$ cat config.mk
export PLATFORM = sky130hd
export DESIGN_NAME = knight_scan
export DESIGN_NICKNAME = d
export VERILOG_FILES = /design/src/rtl/knight_scan.sv
export SDC_FILE = /design/constraint.sdc
export NUM_CORES = 1
export LEC_CHECK = 0
export ABC_AREA = 0
export CAP_MARGIN = 10
export CORE_MARGIN = 2
export CORE_UTILIZATION = 52
export CTS_CLUSTER_SIZE = 10
export DETAILED_ROUTE_END_ITERATION = 8
export GPL_TIMING_DRIVEN = 0
export PLACE_DENSITY = 0.84
export SLEW_MARGIN = 20
export SYNTH_ARGS = -nofsm -noshare
export SYNTH_HDL_FRONTEND = slang
export SYNTH_SLANG_ARGS = --single-unit
$ cat constraint.sdc
create_clock -name ck -period 2.6 [get_ports ck]
set_input_delay 0.39 -clock ck [delete_from_list [all_inputs] [get_ports ck]]
set_output_delay 0.39 -clock ck [all_outputs]
set_load 0.05 [all_outputs]
$ cat src/rtl/knight_scan.sv
// Knight-Rider lamp scanner: one lit lamp bounces or wraps across WIDTH outputs, paced by a div+1 clock-enable prescaler.
// Latency: the qualifying edge updates out/up; tick and end_hit are high for the following cycle. KNIGHT_SCAN_DWELL_EN adds an end-lamp dwell step.
// Backpressure: none; en low freezes prescaler, lamp and direction.
module knight_scan #(
    parameter int WIDTH = 8,
    parameter int DIV_W = 8
) (
    input  logic             ck,
    input  logic             res,
    input  logic             en,
    input  logic [DIV_W-1:0] div,
    input  logic             mode,
    output logic [WIDTH-1:0] out,
    output logic             up,
    output logic             tick,
    output logic             end_hit
);

    localparam int PW = (WIDTH > 2) ? $clog2(WIDTH) : 1;
    localparam logic [PW-1:0] ZERO = '0;
    localparam logic [PW-1:0] LAST = PW'(WIDTH - 1);

    logic [PW-1:0]    pos;
    logic [PW-1:0]    pos_nxt;
    logic             up_nxt;
    logic             moved;
    logic             landing;
    logic [DIV_W-1:0] cnt;
    logic             step;

    // >= rather than == so lowering div mid-count still fires on the next enabled cycle
    assign step = en && (cnt >= div);

    always_comb begin
        pos_nxt = pos;
        up_nxt  = up;
        moved   = 1'b1;
        if (mode) begin
            if (up) begin
                pos_nxt = (pos == LAST) ? ZERO : pos + 1'b1;
            end else begin
                pos_nxt = (pos == ZERO) ? LAST : pos - 1'b1;
            end
        end else if (up) begin
            if (pos != LAST) begin
                pos_nxt = pos + 1'b1;
            end else begin
                up_nxt = 1'b0;
`ifdef KNIGHT_SCAN_DWELL_EN
                moved  = 1'b0;
`else
                pos_nxt = LAST - 1'b1;
`endif
            end
        end else begin
            if (pos != ZERO) begin
                pos_nxt = pos - 1'b1;
            end else begin
                up_nxt = 1'b1;
`ifdef KNIGHT_SCAN_DWELL_EN
                moved  = 1'b0;
`else
                pos_nxt = ZERO + 1'b1;
`endif
            end
        end
    end

    // A dwell step re-lands on the end lamp but is not an arrival
    assign landing = moved && ((pos_nxt == ZERO) || (pos_nxt == LAST));

    always_ff @(posedge ck or posedge res) begin
        if (res) begin
            pos     <= ZERO;
            out     <= WIDTH'(1);
            up      <= 1'b1;
            cnt     <= '0;
            tick    <= 1'b0;
            end_hit <= 1'b0;
        end else begin
            tick    <= step;
            end_hit <= step && landing;
            if (en) begin
                cnt <= step ? '0 : cnt + 1'b1;
            end
            if (step) begin
                pos <= pos_nxt;
                up  <= up_nxt;
                out <= WIDTH'(1) << pos_nxt;
            end
        end
    end

endmodule

# Word-level counts from Yosys, hierarchy flattened
# Index checks and enable logic that the tools add are counted.
[op_classes]
add_sub_neg = 3
eq_ne = 3
mux = 11
bitwise = 1
magnitude_cmp = 1
n_shift = 1
reduce_logical = 7
[op_table]
columns = ["cell", "count"]
rows = [
  ["two-way mux 3 bit", 7],
  ["adder 8 x 1 -> 8 bit (second input constant)", 1],
  ["greater-or-equal comparator 8 bit", 1],
  ["two-way mux 8 bit", 1],
  ["left shift 1 x 3 -> 8 bit (first input constant)", 1],
  ["equality test 3 bit (second input constant)", 2],
  ["zero test 3 bit", 2],
  ["adder 3 x 1 -> 3 bit (second input constant)", 1],
  ["two-way mux 1 bit", 3],
  ["!= test 3 bit (second input constant)", 1],
  ["nonzero test 3 bit", 1],
  ["subtractor 3 x 1 -> 3 bit (second input constant)", 1],
  ["logical AND 1 bit", 2],
  ["AND reduction 2 bit", 1],
  ["logical OR 1 bit", 1],
  ["NOT 1 bit", 1],
]
[word_totals]
wordCells = 33
ff_bits = 22

# Depth between registers and ports, before layout
# Gate-level depths: netlist (run 1).
[logic_depth]
ltp_word = 7
mapped_depth = 9
depth_no_buf = 8

# Least setup slack after synthesis (run 1)
# Ideal clock, no wire load.
[synth_path]
kind = "register -> register"
start = "register cnt[0]"
end = "register out[3]"
arrival_ns = 1.993
setup_slack_ns = 0.482
path_stages_with_launch = 10
setup_time_ns = 0.125
path_buffers = 2
path_cell_list = "dfrtp_1 -> inv_1 -> ha_1 -> nand2b_4 -> a2111oi_4 -> o41ai_2 -> and2_1 -> buf_6 -> buf_6 -> mux2_4"
[synth_between]
elab_chain_cells = 2
[synth_lines]
columns = ["item", "line", "rtl"]
rows = [
  ["start: declaration", "28", "logic [DIV_W-1:0] cnt;"],
  ["start signal: assignment", "84", "cnt <= step ? '0 : cnt + 1'b1;"],
  ["greater-or-equal comparator 8 bit", "32", "assign step = en && (cnt >= div);"],
  ["logical AND 1 bit", "32", ""],
  ["via step", "29", "logic step;"],
  ["end signal: assignment", "89", "out <= WIDTH'(1) << pos_nxt;"],
  ["end: declaration", "13", "output logic [WIDTH-1:0] out,"],
]
# The timed path passes the listed nets, and every way through them passes these cells.
# A chain may end at the register's enable or synchronous reset.

# Worst setup path after layout (run 1)
[layout_path]
start = "input port div[7]"
end = "register out[3]"
[layout_between]
elab_chain_cells = 2
[layout_lines]
columns = ["item", "line", "rtl"]
rows = [
  ["start: declaration", "11", "input logic [DIV_W-1:0] div,"],
  ["greater-or-equal comparator 8 bit", "32", ""],
  ["logical AND 1 bit", "32", ""],
  ["via step", "29", ""],
]
# The timed path passes the listed nets, and every way through them passes these cells.

==> impl_metrics.csv, run 1 <==
group,metric,value,unit
place,hpwlAfterDp,1990,µm
critical_path,path_depth,9,
grt,grt_max_degree,23,
critical_path,reg2reg_from,"cnt[0]",
synthesis,synth_cell_types,35,
critical_path,path_common_cell,"buf_6",
final_layout,finalNetCount,191,
critical_path,arrival,2.54,ns
critical_path,cp_max_fo,10,
clock_tree,post_cts_buffers,0,
grt,first_global_vias,1097,
critical_path,startpoint_type,"primary input",
synthesis,ys_ff_latch,22,
clock_tree,clk_latency,0.31,ns
critical_path,path_buf_inv,4,
final_layout,final_common_cell,"clkdlybuf4s50_1",
clock_tree,post_cts_resize_count,0,
synthesis,syn_nets,164,
critical_path,reg2reg_to,"out[3]",
clock_tree,cts_root_buf,"clkbuf_4",
status,outcome,"finished clean",
critical_path,r2r_cells,9,
synthesis,synthCells,137,
sta,max_slew_margin,45.9,%
routing,drcViolationCount,0,
floorplanning,die_height,55.7,µm
routing,routed_wl,2650,µm
flow_run,max_cap_viol_count,0,
clock_tree,cts.sinks,22,
final_layout,final_area,0.00170,mm²
routing,avgRoutedWirePerCell,13.7,µm
synthesis,syn_area,0.00139,mm²
sta,fin_crit_sh,89.8,%
synthesis,ys_seq_area_share,39.8,%
floorplanning,rows,18,
sta,slew_viol_final,0,
routing,num_vias,1083,
floorplanning,io_pins,23,
sta,period_minus_slack,2.34,ns
sta,tightest_slew,0.810,ns
place,io_buffers,22,
place,gp_congestion,0.896,
routing,drt_iter0_drc,27,
grt,grt_pass1_wl,4820,µm
final_layout,area_growth,22.3,%
clock_tree,cts_tree,"done",
clock_tree,htree_levels,1,
critical_path,cpPeakStageDelay,0.50,ns
critical_path,cp.required,2.81,ns
critical_path,critPathKind,"in2reg",
sta,setup_ws,0.264,ns
synthesis,synth.avg_cell_area,10.1,µm²
sta,hold_viol,0,
sta,setup-violations-final,0,
power,p_leak,0.819,nW
grt,grt_antenna_before_repair,0,
synthesis,ys.warnings.count,0,
critical_path,cp_slowest_cell,"o41ai_2",
final_layout,drive_gt1_share,14.1,%
critical_path,critical-path-top-delay-family,"buffers and inverters",
final_layout,utilization,68.0,%
sta,rsz0062_at_grt,"no",
sta,setup_tns,0,ns
clock_tree,clk_pin_slew,0.12,ns
floorplanning,coreArea,0.00250,mm²
place,place_inst,189,
routing,vias_per_cell,5.61,
clock_tree,cts_buffers,3,
floorplanning,dieArea,0.00310,mm²
floorplanning,die_width,55.7,µm
critical_path,rrSetupSlack,0.28,ns
grt,grt_use_total,19.6,%
sta,finClkSkew,0.00404,ns
final_layout,antenna_cells,0,
place,dp_slack,-0.0355,ns
sta,fmax,428,MHz
place,dpl_cell_area,0.00165,mm²
worst_hold_path,hp-class,"in2async",
critical_path,cp_cell_sequence,"clkdlybuf4s50_1 > inv_1 > ha_1 > nand2_1 > o41ai_2 > and2_1 > buf_6 > buf_6 > mux2_4",
final_layout,stdcell_count,193,
clock_tree,hold_buffers,0,
final_layout,mostFrequentLayoutCells,"22 x clkdlybuf4s50_1, 20 x inv_1, 20 x dfrtp_1",
floorplanning,start_util,55.6,%
clock_tree,clock_path_buffers,2,
routing,antenna_left,0,
grt,grt_overflow_total,0,
power,irDropWorstVdd,0.639,mV
power,power_density,1000,mW/mm²
routing,firstDrtPassIters,4,
critical_path,worst_setup_path_end_kind,"register",
## worst max-delay path by stage
stage	start	endpoint
final	div[7]	out[3]
after global routing	cnt[0]	out[3]
after CTS	cnt[0]	out[3]
after detailed placement	div[7]	out[3]
after global placement	div[7]	out[3]
after floorplan	cnt[0]	out[3]
## cells by family (layout without fill, tap and decap cells)
kind of cell    after synthesis  in the layout  share of synthesized area [%]
simple gates                 39             39                           14.3
buf+inv                      24             50                           7.65
compound gates               23             23                           13.0
flops                        22             22                           39.8
fa+ha+maj                    15             15                           13.5
mux                          11             11                           9.90
xor+xnor                      3              3                           1.89
## flip-flops by register name (all words and copies together) (netlist names)
signal,cells
pos,3
up,1
end_hit,1
tick,1
cnt,8
out,8
## metrics by stage
stage	power, mW	hold slack, ns
2_1_floorplan	1.20	0.378
3_3_place_gp	1.39	0.493
3_5_place_dp	1.44	0.499
4_1_cts	1.71	0.532
5_1_grt	1.84	0.543
6_report	1.70	0.518
## cells in the mapped netlist
cell	n	share of area, %
a2111oi_4	1	2.0
a21o_1	2	1.1
a21oi_1	3	1.1
a22o_1	1	0.63
a32oi_1	1	0.63
and2_1	1	0.45
and3_1	2	0.90
buf_2	1	0.36
buf_6	2	1.6
clkbuf_1	1	0.27
dfrtp_1	20	36
dfstp_2	2	3.8
ha_1	15	14
inv_1	20	5.4
mux2_2	8	6.5
mux2_4	1	1.1
mux2i_1	1	0.72
mux4_2	1	1.6
nand2_1	6	1.6
nand2b_1	3	1.4
nand2b_4	1	0.99
nand3_1	3	1.1
nand3b_1	2	1.1
nand4_1	2	0.90
nand4b_1	1	0.63
nor2_1	14	3.8
nor3_1	3	1.1
o21a_1	4	2.2
o21ai_0	7	2.5
o22ai_1	1	0.45
o2bb2ai_1	2	1.3
o41ai_2	1	1.2
or2_2	1	0.45
xnor2_1	1	0.63
xor2_1	2	1.3
## power breakdown
group	switching (mW)	leakage [nW]	internal, mW
registers	0.102	0.281	0.449
logic	0.512	0.509	0.382
clock network	0.104	0.0279	0.156
total	0.718	0.819	0.986
## area by class of cell
type                       count  area, µm²
buffer                         4       31.3
clock buffer                   3       22.5
clock inverter                 1       30.0
fill                         202        800
inverter                      20       75.1
multi-input combinational     91        731
sequential                    22        553
tap                           30       37.5
timing repair buffer          22        220
## routing by layer
metal / track usage [%] / vias up / share of wire, %
met5: 0 / - / 0
met4: 9.06 / 0 / 2.9
met3: 3.95 / 11 / 4.6
met2: 33.8 / 38 / 51
met1: 23.3 / 515 / 41
li1: - / 519 / -
(Power assumes the default switching activity.)
==> inputs of run 2 (changes only) <==
CORE_MARGIN = unset   (was 2)
==> impl_metrics.csv, run 2 (synthesized netlist as in run 1, its figures left out) <==
group,metric,value,unit
power,clkPwrFrac,15.5,%
place,hpwlAfterDp,2040,µm
grt,grt_pass1_wl,4550,µm
sta,slew_viol_final,0,
clock_tree,clock_path_buffers,2,
critical_path,cp_slowest_cell,"o41ai_2",
critical_path,path_common_cell,"buf_6",
grt,grt_antenna_before_repair,0,
power,power_frac_seq,32.2,%
grt,grt_max_degree,23,
routing,drt_iter0_drc,22,
sta,hold_viol,0,
power,power_density,1000,mW/mm²
critical_path,cpPeakStageDelay,0.52,ns
floorplanning,io_pins,23,
sta,finClkSkew,0.00429,ns
floorplanning,dieArea,0.00288,mm²
sta,period_minus_slack,2.37,ns
critical_path,cp_cell_sequence,"clkdlybuf4s50_1 > inv_1 > ha_1 > nand2_1 > o41ai_2 > and2_1 > buf_6 > buf_6 > mux2_4",
clock_tree,cts.sinks,22,
clock_tree,post_cts_resize_count,0,
routing,routed_wl,2720,µm
grt,grt_use_total,22.3,%
sta,max_slew_margin,44.5,%
routing,firstDrtPassIters,4,
floorplanning,rows,18,
critical_path,cp.required,2.81,ns
flow_run,max_cap_viol_count,0,
sta,rsz0062_at_grt,"no",
floorplanning,start_util,55.6,%
power,p_leak,0.819,nW
final_layout,utilization,68.0,%
power,switching_share,42.2,%
final_layout,finalNetCount,191,
routing,avgRoutedWirePerCell,14.1,µm
routing,num_vias,1051,
clock_tree,clk_latency,0.32,ns
clock_tree,clk_pin_slew,0.12,ns
final_layout,final_common_cell,"clkdlybuf4s50_1",
clock_tree,htree_levels,1,
final_layout,area_growth,22.3,%
sta,timing.hold.ws,0.523,ns
grt,grt_overflow_total,0,
critical_path,startpoint_type,"primary input",
sta,fin_crit_sh,91.1,%
final_layout,drive_gt1_share,14.1,%
grt,first_global_vias,1069,
place,gp_congestion,0.876,
clock_tree,cts_root_buf,"clkbuf_4",
floorplanning,die_width,53.7,µm
power,switchingPower,0.721,mW
critical_path,critPathKind,"in2reg",
clock_tree,post_cts_buffers,0,
routing,antenna_left,0,
routing,vias_per_cell,5.45,
sta,tightest_slew,0.831,ns
power,irDropWorstVdd,0.927,mV
routing,drcViolationCount,0,
critical_path,arrival,2.58,ns
final_layout,mostFrequentLayoutCells,"22 x clkdlybuf4s50_1, 20 x inv_1, 20 x dfrtp_1",
floorplanning,coreArea,0.00250,mm²
final_layout,largestRegisters,"cnt x8, out x8, pos x3",
status,outcome,"finished clean",
critical_path,cp_max_fo,10,
critical_path,worst_setup_path_end_kind,"register",
clock_tree,hold_buffers,0,
power,combPwrFrac,52.3,%
clock_tree,cts_tree,"done",
floorplanning,die_height,53.7,µm
clock_tree,cts_buffers,3,
final_layout,antenna_cells,0,
power,p_int,0.987,mW
sta,fmax,422,MHz
place,io_buffers,22,
worst_hold_path,hp-class,"in2async",
sta,setup-violations-final,0,
run 2: path summary, 6_finish.rpt:
path                        start      to  slack, ns  cells after the start
setup / recovery           div[7]  out[3]       0.23                      9
setup reg to reg           cnt[0]  out[3]       0.26                      9
hold reg to reg            out[1]  out[1]       0.52                      1
min in group ck            out[1]  out[1]       0.52                      1
hold / removal                res  cnt[4]       0.52                      2
max in group asynchronous     res  out[1]       1.57                      2
run 2: area by class of cell:
class                           count  area [µm²]
Clock inverter                      1        30.0
Sequential cell                    22         553
Buffer                              4        31.3
Clock buffer                        3        22.5
Fill cell                         202         800
Timing Repair Buffer               22         220
Inverter                           20        75.1
Multi-Input combinational cell     91         731
Tap cell                           30        37.5
run 2: power groups by stage:
| stage | clock network, mW | registers, mW | logic, mW |
|---|---|---|---|
| finish | 0.264 | 0.551 | 0.893 |
| global placement | 0 | 0.548 | 0.840 |
| detailed placement | 0 | 0.556 | 0.887 |
| global route | 0.282 | 0.568 | 0.977 |
| floorplan | 0 | 0.672 | 0.529 |
| CTS | 0.267 | 0.549 | 0.892 |
run 2: critical path, delay by kind of cell:
family / cells / cell delay, ns
adders and majority gates: 1 / 0.28
muxes: 1 / 0.30
buffers and inverters: 4 / 0.78
and+or+nand+nor: 2 / 0.30
AOI/OAI and AO/OA: 1 / 0.52
run 2: per-layer routing:
layer / track usage, % / vias to the layer above / share of wire, %
li1: - / 518 / -
met1: 24.7 / 495 / 43
met2: 39.7 / 31 / 51
met3: 4.24 / 7 / 4.7
met4: 11.8 / 0 / 1.6
met5: 0 / - / 0
run 2: metrics by stage:
step | instance area (µm²) | power (mW) | cells | setup WS [ns] | setup TNS [ns]
after global routing | 1700 | 1.83 | 193 | 0.0998 | 0
after global placement | 1650 | 1.39 | 189 | -0.0748 | -0.0748
after detailed placement | 1650 | 1.44 | 189 | -0.104 | -0.104
after CTS | 1700 | 1.71 | 193 | 0.228 | 0
final | 1700 | 1.71 | 193 | 0.233 | 0
after floorplan | 1390 | 1.20 | 137 | 0.482 | 0
